File: src/rtl/xcalc_seq.sv
// ---------------------------------------------------------------------------
// xcalc_seq : calculator entry sequencer
//
// Debounces the enter/clear push-buttons, collects operand A, the operation
// and operand B from the switches, fires the ALU with a one-cycle start
// pulse, waits for completion (with timeout) and drives the display decoder.
//
// Build option:
//   CALC_CHAIN_EN  when defined, enter in SHOW feeds the result back as
//                  operand A and resumes at GET_OP (chained calculation);
//                  when undefined, enter in SHOW restarts from GET_A.
//
// Ports:
//   i_clk          system clock
//   i_rst          synchronous reset, active-high
//   i_btn_ent      raw enter button, asynchronous
//   i_btn_clr      raw clear button, asynchronous
//   i_sw[7:0]      switches (operands, op = sw[1:0])
//   o_alu_a/b      operands to the ALU
//   o_alu_op       00 add, 01 sub, 10 mul, 11 div
//   o_alu_start    one-cycle ALU start pulse
//   i_alu_done     ALU completion strobe
//   i_alu_err      ALU error flag, valid with i_alu_done
//   i_alu_result   ALU result, valid with i_alu_done
//   o_disp_msg     00 normal, 01 OP, 10 VAL, 11 ERR
//   o_disp_bin     value to display
//   o_disp_we      one-cycle display write strobe
//   o_status       current state encoding
// ---------------------------------------------------------------------------

// Button conditioner: 2-FF synchronizer, stability counter, rising-edge pulse.
module xcalc_seq_db #(
    parameter int DB_CYCLES = 16
) (
    input  logic i_clk,
    input  logic i_rst,
    input  logic i_btn,
    output logic o_press
);
    localparam int DB_W = $clog2(DB_CYCLES + 1);

    logic            r_sync1;
    logic            r_sync2;
    logic            r_level;
    logic            r_level_d;
    logic            r_press;
    logic [DB_W-1:0] r_cnt;

    always_ff @(posedge i_clk) begin
        if (i_rst) begin
            r_sync1   <= 1'b0;
            r_sync2   <= 1'b0;
            r_level   <= 1'b0;
            r_level_d <= 1'b0;
            r_press   <= 1'b0;
            r_cnt     <= '0;
        end else begin
            r_sync1 <= i_btn;
            r_sync2 <= r_sync1;
            // Any sample agreeing with the accepted level restarts the count,
            // so the level only flips after DB_CYCLES differing samples in a row.
            if (r_sync2 != r_level) begin
                if (r_cnt == DB_W'(DB_CYCLES - 1)) begin
                    r_level <= ~r_level;
                    r_cnt   <= '0;
                end else begin
                    r_cnt <= r_cnt + 1'b1;
                end
            end else begin
                r_cnt <= '0;
            end
            r_level_d <= r_level;
            r_press   <= r_level & ~r_level_d;
        end
    end

    assign o_press = r_press;
endmodule

// state   | meaning
// --------+-----------------------------------------------
// GET_A   | waiting for enter to capture operand A
// GET_OP  | waiting for enter to capture the operation
// GET_B   | waiting for enter to capture operand B
// RUN     | one cycle, ALU start pulse asserted
// WAIT    | waiting for alu_done, timer running
// SHOW    | result on the display, waiting for enter
// ERR     | div-by-zero, ALU error or timeout shown
module xcalc_seq #(
    parameter int DB_CYCLES = 16,
    parameter int TIMEOUT   = 255
) (
    input  logic       i_clk,
    input  logic       i_rst,
    input  logic       i_btn_ent,
    input  logic       i_btn_clr,
    input  logic [7:0] i_sw,
    output logic [7:0] o_alu_a,
    output logic [7:0] o_alu_b,
    output logic [1:0] o_alu_op,
    output logic       o_alu_start,
    input  logic       i_alu_done,
    input  logic       i_alu_err,
    input  logic [7:0] i_alu_result,
    output logic [1:0] o_disp_msg,
    output logic [7:0] o_disp_bin,
    output logic       o_disp_we,
    output logic [2:0] o_status
);
    typedef enum logic [2:0] {
        S_GET_A  = 3'd0,
        S_GET_OP = 3'd1,
        S_GET_B  = 3'd2,
        S_RUN    = 3'd3,
        S_WAIT   = 3'd4,
        S_SHOW   = 3'd5,
        S_ERR    = 3'd6
    } state_t;

    localparam logic [1:0] MSG_NORM = 2'b00;
    localparam logic [1:0] MSG_OP   = 2'b01;
    localparam logic [1:0] MSG_VAL  = 2'b10;
    localparam logic [1:0] MSG_ERR  = 2'b11;

    logic w_press_ent;
    logic w_press_clr;

    state_t     r_state;
    state_t     w_state_nxt;
    logic [7:0] r_a,       w_a_nxt;
    logic [7:0] r_b,       w_b_nxt;
    logic [1:0] r_op,      w_op_nxt;
    logic [7:0] r_result,  w_result_nxt;
    logic [7:0] r_tmr,     w_tmr_nxt;
    logic [1:0] r_disp_msg, w_disp_msg;
    logic [7:0] r_disp_bin, w_disp_bin;
    logic       r_disp_we,  w_disp_we;

    xcalc_seq_db #(.DB_CYCLES(DB_CYCLES)) u_db_ent (
        .i_clk   (i_clk),
        .i_rst   (i_rst),
        .i_btn   (i_btn_ent),
        .o_press (w_press_ent)
    );

    xcalc_seq_db #(.DB_CYCLES(DB_CYCLES)) u_db_clr (
        .i_clk   (i_clk),
        .i_rst   (i_rst),
        .i_btn   (i_btn_clr),
        .o_press (w_press_clr)
    );

    always_ff @(posedge i_clk) begin
        if (i_rst) begin
            r_state    <= S_GET_A;
            r_a        <= '0;
            r_b        <= '0;
            r_op       <= '0;
            r_result   <= '0;
            r_tmr      <= '0;
            r_disp_msg <= '0;
            r_disp_bin <= '0;
            r_disp_we  <= 1'b0;
        end else begin
            r_state    <= w_state_nxt;
            r_a        <= w_a_nxt;
            r_b        <= w_b_nxt;
            r_op       <= w_op_nxt;
            r_result   <= w_result_nxt;
            r_tmr      <= w_tmr_nxt;
            r_disp_msg <= w_disp_msg;
            r_disp_bin <= w_disp_bin;
            r_disp_we  <= w_disp_we;
        end
    end

    always_comb begin
        w_state_nxt  = r_state;
        w_a_nxt      = r_a;
        w_b_nxt      = r_b;
        w_op_nxt     = r_op;
        w_result_nxt = r_result;
        w_tmr_nxt    = r_tmr;

        if (w_press_clr) begin
            // Clear has priority over enter and alu_done arriving together.
            w_state_nxt = S_GET_A;
            w_a_nxt     = '0;
            w_b_nxt     = '0;
            w_op_nxt    = '0;
        end else begin
            case (r_state)
                S_GET_A: begin
                    if (w_press_ent) begin
                        w_a_nxt     = i_sw;
                        w_state_nxt = S_GET_OP;
                    end
                end
                S_GET_OP: begin
                    if (w_press_ent) begin
                        w_op_nxt    = i_sw[1:0];
                        w_state_nxt = S_GET_B;
                    end
                end
                S_GET_B: begin
                    if (w_press_ent) begin
                        w_b_nxt = i_sw;
                        // Divide by zero is caught here and never reaches the ALU.
                        if (r_op == 2'b11 && i_sw == 8'd0)
                            w_state_nxt = S_ERR;
                        else
                            w_state_nxt = S_RUN;
                    end
                end
                S_RUN: begin
                    w_tmr_nxt   = 8'(TIMEOUT);
                    w_state_nxt = S_WAIT;
                end
                S_WAIT: begin
                    if (i_alu_done) begin
                        if (i_alu_err) begin
                            w_state_nxt = S_ERR;
                        end else begin
                            w_result_nxt = i_alu_result;
                            w_state_nxt  = S_SHOW;
                        end
                    end else if (r_tmr <= 8'd1) begin
                        // Terminal count: the TIMEOUT-th cycle spent in WAIT.
                        w_state_nxt = S_ERR;
                    end else begin
                        w_tmr_nxt = r_tmr - 8'd1;
                    end
                end
                S_SHOW: begin
                    if (w_press_ent) begin
`ifdef CALC_CHAIN_EN
                        w_a_nxt     = r_result;
                        w_state_nxt = S_GET_OP;
`else
                        w_a_nxt     = '0;
                        w_b_nxt     = '0;
                        w_op_nxt    = '0;
                        w_state_nxt = S_GET_A;
`endif
                    end
                end
                S_ERR: begin
                    if (w_press_ent)
                        w_state_nxt = S_GET_A;
                end
                default: w_state_nxt = S_GET_A;
            endcase
        end
    end

    // Display update follows the destination state; RUN and WAIT are
    // transient and leave the previous message on screen.
    always_comb begin
        w_disp_msg = r_disp_msg;
        w_disp_bin = r_disp_bin;
        w_disp_we  = 1'b0;
        if (w_state_nxt != r_state) begin
            case (w_state_nxt)
                S_GET_A: begin
                    w_disp_we  = 1'b1;
                    w_disp_msg = MSG_VAL;
                    w_disp_bin = 8'd0;
                end
                S_GET_OP: begin
                    w_disp_we  = 1'b1;
                    w_disp_msg = MSG_OP;
                    w_disp_bin = w_a_nxt;
                end
                S_GET_B: begin
                    w_disp_we  = 1'b1;
                    w_disp_msg = MSG_VAL;
                    w_disp_bin = w_a_nxt;
                end
                S_SHOW: begin
                    w_disp_we  = 1'b1;
                    w_disp_msg = MSG_NORM;
                    w_disp_bin = w_result_nxt;
                end
                S_ERR: begin
                    w_disp_we  = 1'b1;
                    w_disp_msg = MSG_ERR;
                    w_disp_bin = 8'd0;
                end
                default: begin
                    w_disp_we = 1'b0;
                end
            endcase
        end
    end

    assign o_alu_a     = r_a;
    assign o_alu_b     = r_b;
    assign o_alu_op    = r_op;
    assign o_alu_start = (r_state == S_RUN);
    assign o_disp_msg  = r_disp_msg;
    assign o_disp_bin  = r_disp_bin;
    assign o_disp_we   = r_disp_we;
    assign o_status    = r_state;
endmodule
File: config.mk
export PLATFORM = sky130hd
export DESIGN_NAME = xcalc_seq
export DESIGN_NICKNAME = d
export VERILOG_FILES = /design/src/rtl/xcalc_seq.sv
export SDC_FILE = /design/constraint.sdc
export NUM_CORES = 1
export LEC_CHECK = 0
export CORE_MARGIN = 3
export CORE_UTILIZATION = 38
export CTS_CLUSTER_DIAMETER = 200
export DETAILED_ROUTE_END_ITERATION = 10
export SLEW_MARGIN = 15
export SYNTH_ARGS = -nofsm -noshare
export SYNTH_HDL_FRONTEND = slang
export SYNTH_HIERARCHICAL = 1
export SYNTH_SLANG_ARGS = --single-unit
File: constraint.sdc
create_clock -name i_clk -period 3.4 [get_ports i_clk]
set_input_delay 0.85 -clock i_clk [delete_from_list [all_inputs] [get_ports i_clk]]
set_output_delay 0.85 -clock i_clk [all_outputs]
set_load 0.03 [all_outputs]
* After elaboration in Yosys (flattened, before gate mapping)
Cells that the tools add are included.
** Storage, ports and cells
- Output and inout bits :: 33
- Bits in registers :: 68
- Input bits :: 22
- Logic and storage cells :: 111
** Operators by class
- Add/subtract/negate cells :: 3
- Multiplexer cells :: 30
- Eq/ne operators :: 21
- Reduce and logical (&&, ||, !) cells :: 25
- Bitwise gates (word level) :: 10
- $lt $le $gt $ge :: 1
** Operator list (count)
- 2-to-1 mux 8 bit :: 11
- case mux 8 bit (2 select lines) :: 3
- 2-to-1 mux 3 bit :: 8
- case mux 8 bit (3 select lines) :: 1
- case mux 3 bit (6 select lines) :: 1
- == test 3 bit, second input constant :: 5
- OR reduction 2 bit :: 6
- adder 5 x 1 -> 5 bit, second input constant :: 2
- == test 5 x 4 -> 1 bit, second input constant :: 2
- == test 3 x 2 -> 1 bit, second input constant :: 3
- <= comparator 8 x 1 -> 1 bit, second input constant :: 1
- zero test 8 bit :: 1
- NOT 1 bit :: 8
- case mux 2 bit (4 select lines) :: 1
- AND reduction 2 bit :: 4
- subtractor 8 x 1 -> 8 bit, second input constant :: 1
- == test 3 x 1 -> 1 bit, second input constant :: 2
- zero test 3 bit :: 2
- 2-to-1 mux 2 bit :: 3
- != test 2 x 1 -> 1 bit, second input constant :: 3
- AND reduction 3 bit :: 2
- nonzero test 2 bit :: 3
- OR reduction 3 bit :: 2
- OR reduction 5 bit :: 1
- other kinds (11) :: 14

* Logic depth before layout (Yosys ltp)
- Word-level depth :: 10
- Mapped depth :: 13
- Gate-level depth less buffers :: 13

* Modules after synthesis
Netlist, hierarchy kept.
** By module, submodules not included
- xcalc_seq :: cells an instance 316, sequential area each 960.9 um2, instances 1, area an instance 2656.3 um2
- xcalc_seq_db :: cells an instance 31, sequential area each 200.2 um2, instances 2, area an instance 339.1 um2

* Worst setup path after synthesis
No wires, ideal clock.
- Path kind :: input-to-reg
- From :: in i_alu_done
- To :: reg r_disp_bin[5], in the netlist o_disp_bin[5]
- Setup time :: 0.080 ns
- Path slack :: -0.072 ns
- Path buffers :: 1
- Cell stages on the path :: 10
- Arrival :: 3.392 ns
- Required time :: 3.320 ns
- Path through :: or4b_4 -> or4_4 -> nand3_1 -> nand2_1 -> ha_1 -> or4_1 -> clkbuf_1 -> o32ai_1 -> a21oi_1 -> a211oi_2
** On the way
- Word-level cells in the longest chain between the ends :: 7
- Elaborated cells between the ends (all ways) :: 17
- Those cells by class :: 5 x eq/ne; 7 x mux; 5 x reduce/logical
** Ends and longest elaborated chain
- start, declared :: line 102 : input logic i_alu_done,
- 2-to-1 mux 3 bit :: line 220 : if (i_alu_done) begin
- case mux 3 bit (6 select lines) :: line 192 : case (r_state)
- 2-to-1 mux 3 bit :: line 185 : if (w_press_clr) begin
- == test 3 x 2 -> 1 bit (tied with other cells) :: line 263 : case (w_state_nxt)
- OR reduction 2 bit (no source line)
- nonzero test 3 bit (no source line)
- AND reduction 2 bit (no source line)
- end signal, assigned :: line 172 : r_disp_bin <= w_disp_bin;
- end, declared :: line 136 : logic [7:0] r_disp_bin, w_disp_bin;
Several ways; a longest one is shown, not always the timed one.
A chain may end at the register's enable or synchronous reset.

* Final worst setup path
- From :: in i_sw[3]
- To :: reg r_disp_bin[7], in the netlist o_disp_bin[7]
** On the way
- Word-level cells in the longest chain between the ends :: 10
- Elaborated cells between the ends (all ways) :: 17
- Those cells by class :: 5 x eq/ne; 5 x mux; 7 x reduce/logical
** Ends and longest elaborated chain
- start, declared :: line 97 : input logic [7:0] i_sw,
- zero test 8 bit * :: line 209 : if (r_op == 2'b11 && i_sw == 8'd0)
- logical AND 1 bit * :: line 209
- 2-to-1 mux 3 bit * :: line 209
- 2-to-1 mux 3 bit * :: line 206 : if (w_press_ent) begin
- case mux 3 bit (6 select lines) * :: line 192
- 2-to-1 mux 3 bit * :: line 185
- named net w_state_nxt[0] :: line 129 : state_t w_state_nxt;
- == test 3 x 2 -> 1 bit (tied with other cells) :: line 263
- OR reduction 2 bit (no source line)
- nonzero test 3 bit (no source line)
- AND reduction 2 bit (no source line)
The timed path passes the listed nets; every way through them passes the cells marked *.

==> reports/metrics.cfg <==
[run_status]
run_status=complete, no violations

[logic_synthesis]
synthXorXnorAreaFrac_pct=1.58
syn-num-nets=410
ys_seq_area_share_pct=40.8
synth_top_family_by_area=compound AO/OA/AOI/OAI gates
syn-cell-area_mm2=0.00333
synthMuxAreaShare_pct=3.00
ys_ff_latch=68
synth-edff-count=0
avgSynthCellArea_um2=8.82
synth_ff_type=dfxtp_1
synthSimpleGateAreaFrac_pct=22.3
ys_warn_count=6
synth.distinct_cells=56
async_reset_ff_share_pct=0
synth_fa_ha_area_share_pct=4.05
syn_inst=378
synth_compound_area_share_pct=23.1

[critical_path]
cp.buffers_inverters=6
cp_max_fo=13
critPathMaxStageDelay_ns=0.47
crit_type=in -> reg
r2r_slack_ns=0.59
crit_chain=clkdlybuf4s50_1, nor4_1, buf_4, nand3_1, nand2_1, and3_1, inv_1, ha_1, buf_4, inv_1, buf_6, o32ai_1, a21oi_1, a211oi_2
setup.worst_path.end_class=flop
worstPathArrival_ns=3.40
cp-start-kind=input pin
r2r_end=o_disp_bin[7]
rr_startpoint=o_status[1]
path_delay_family=buffers and inverters
crit_path_top_delay_cell=clkdlybuf4s50_1
cp.required_ns=3.63
rr_worst_depth=12
crit_path_end=o_disp_bin[7]
worstSetupStartpoint=i_sw[3]
path_depth=14

[timing]
tightest_slew_ns=0.622
fin_skew_ns=0.0128
min_period_ns=3.17
hold-worst-slack_ns=0.370
slew_headroom_pct=58.3
finalCritPeriodShare_pct=93.1
grt_setup_unrepaired=no
drv_slew=0
hold_violations=0
fin_ws_ns=0.235
setup_viol=0
max_freq_mhz=316

[clock_network]
htree_num_levels=3
cts_made_buffers=9
clockBufferDepth=2
clock_latency_ns=0.36
cts_tree=yes
cts.sinks=68
cts_root_buffer=clkbuf_8
ctsHoldBuffers=0
cts.reportedPaths.clkPinSlew_ns=0.08

[routing]
ant_nets=0
viasPerCell=5.25
wl_per_cell_um=14.6
initialDrtViolationCount=71
num_vias=2961
wirelength_mm=8.22
dr.pass1.iters=4
drc_errors=0

[placed_design]
dpl.hpwl_mm=5.80
placed_cells=545
dpl_cell_area_mm2=0.00413
io_buffers=54
gp_congestion=0.849
dp_slack_ns=-0.532

[die]
die_h_um=99.7
rows=33
die-area_mm2=0.00994
core_area_mm2=0.00838
die_width_um=99.7
start_util_pct=39.8
design.portCount=55

[power_and_ir_drop]
leakage_nw=1.66
ir_worst_vdd_uv=247
powerDensity_mw_per_mm2=365
seqPwrFrac_pct=49.6
p_int_mw=1.25
pwr-share-clk_pct=47.1
swShare_pct=22.7
pwr-share-comb_pct=3.3
switchingPower_mw=0.366

[layout]
nNetsFinal=486
final_common_cell=dfxtp_1
antennaDiodeCount=0
fin_cells=564
finalInstanceArea_mm2=0.00442
drive_gt1_share_pct=16.3
layout_common_cells=dfxtp_1, nor2_1, clkdlybuf4s50_1
syn2layout_area_growth_pct=32.5
fillers=787

[global_route]
antenna_found_initial=0
grt_pass1_wl_mm=13.8
grt_pass1_vias=2775
grtUsageTotal_pct=17.1
grt_remaining_overflow=0
grt_max_degree=33

[job]
cap_violations=0

[hold_path]
whs_path_depth=1
min_path_type=reg -> reg

## sequential cells by signal (all words and copies together) (netlist names)
name,flops
u_db_ent/r_level,1
o_disp_msg,2
o_disp_bin,8
r_tmr,8
u_db_clr/o_press,1
o_alu_a,8
u_db_ent/r_cnt,5
o_alu_op,2
u_db_clr/r_cnt,5
u_db_clr/r_level_d,1
o_disp_we,1
u_db_ent/r_sync1,1
u_db_ent/r_level_d,1
o_alu_b,8
u_db_clr/r_level,1
r_result,8
o_status,3
u_db_clr/r_sync1,1
u_db_clr/r_sync2,1
u_db_ent/r_sync2,1
u_db_ent/o_press,1
## final cells by class
class / count / area (um2) / area share [%]
inverter: 15 / 56.3 / 1.27
sequential: 68 / 1360 / 30.8
clock buffer: 9 / 124 / 2.80
tap: 105 / 131 / 2.97
multi-input combinational: 273 / 1850 / 41.9
clock inverter: 7 / 100 / 2.27
timing repair buffer: 87 / 796 / 18.0
## repair_timing
| action | 4_1_cts | 5_1_grt |
|---|---|---|
| resized for setup | 5 | 6 |
| endpoints found under the setup margin | 8 | 9 |
| buffers inserted | 2 | 0 |
| pin swaps | 3 | 4 |
| cloned | 0 | 1 |
## metal layers
| layer | GRT usage (%) | vias up | share of wire (%) |
|---|---|---|---|
| met1 | 24.1 | 1367 | 50 |
| met3 | 4.63 | 10 | 4.6 |
| met4 | 5.04 | 0 | 1.2 |
| met2 | 25.4 | 59 | 44 |
| li1 | - | 1525 | - |
| met5 | 0 | - | 0 |
## through the flow
| step | util [%] | power [mW] | setup TNS (ns) |
|---|---|---|---|
| 2_1_floorplan | - | 0.834 | 0 |
| 3_5_place_dp | 49.3 | 0.872 | -4.34 |
| 3_3_place_gp | 49.3 | 0.871 | -3.85 |
| 6_report | 52.7 | 1.61 | 0 |
| 5_1_grt | 52.7 | 1.66 | 0 |
| 4_1_cts | 52.4 | 1.63 | 0 |
## power groups by stage
stage / clock network, mW / logic (mW) / registers [mW]
after floorplan: 0 / 0.0157 / 0.818
after global placement: 0 / 0.0529 / 0.818
after detailed placement: 0 / 0.0531 / 0.819
after CTS: 0.772 / 0.0536 / 0.800
after global routing: 0.803 / 0.0578 / 0.800
final: 0.759 / 0.0531 / 0.800
## cell usage after synthesis, drive strengths merged, types with 2 or more instances
library cell | count | area [um2]
mux2i | 10 | 100
and3 | 4 | 25.0
dfxtp | 68 | 1360
clkbuf | 18 | 67.6
o32ai | 7 | 61.3
and2 | 10 | 65.1
or3 | 5 | 41.3
a21o | 2 | 15.0
nor4 | 2 | 12.5
o21ai | 12 | 60.1
a211oi | 11 | 118
nor2 | 53 | 199
nor2b | 16 | 100
nand2 | 18 | 67.6
a2bb2oi | 7 | 61.3
a22o | 2 | 17.5
or2 | 2 | 12.5
a311oi | 7 | 67.6
buf | 4 | 47.5
a31oi | 7 | 43.8
a21oi | 24 | 120
xor2 | 2 | 17.5
inv | 15 | 56.3
a22oi | 10 | 75.1
nand3b | 2 | 15.0
or4 | 4 | 33.8
xnor2 | 4 | 35.0
nor3 | 14 | 70.1
o211ai | 4 | 35.0
ha | 10 | 125
nor4bb | 2 | 20.0
nand3 | 7 | 35.0
## logic make-up after synthesis
kind of cell	Yosys count
AOI/OAI and AO/OA	102
adders and majority gates	11
buffers and inverters	37
DFF	68
muxes	10
and+or+nand+nor	144
xor gates and xnor gates	6
## how the worst min path moves through the flow
| stage | startpoint | endpoint | slack (ns) |
|---|---|---|---|
| after floorplan | u_db_clr/r_level_d | u_db_clr/o_press | 0.37 |
| after global placement | u_db_clr/r_level_d | u_db_clr/o_press | 0.37 |
| after detailed placement | u_db_ent/r_level_d | u_db_ent/o_press | 0.38 |
| after CTS | u_db_clr/r_level_d | u_db_clr/o_press | 0.38 |
| after global routing | u_db_clr/r_level_d | u_db_clr/o_press | 0.39 |
| final | u_db_clr/r_level_d | u_db_clr/o_press | 0.37 |
(Power assumes the default switching activity.)
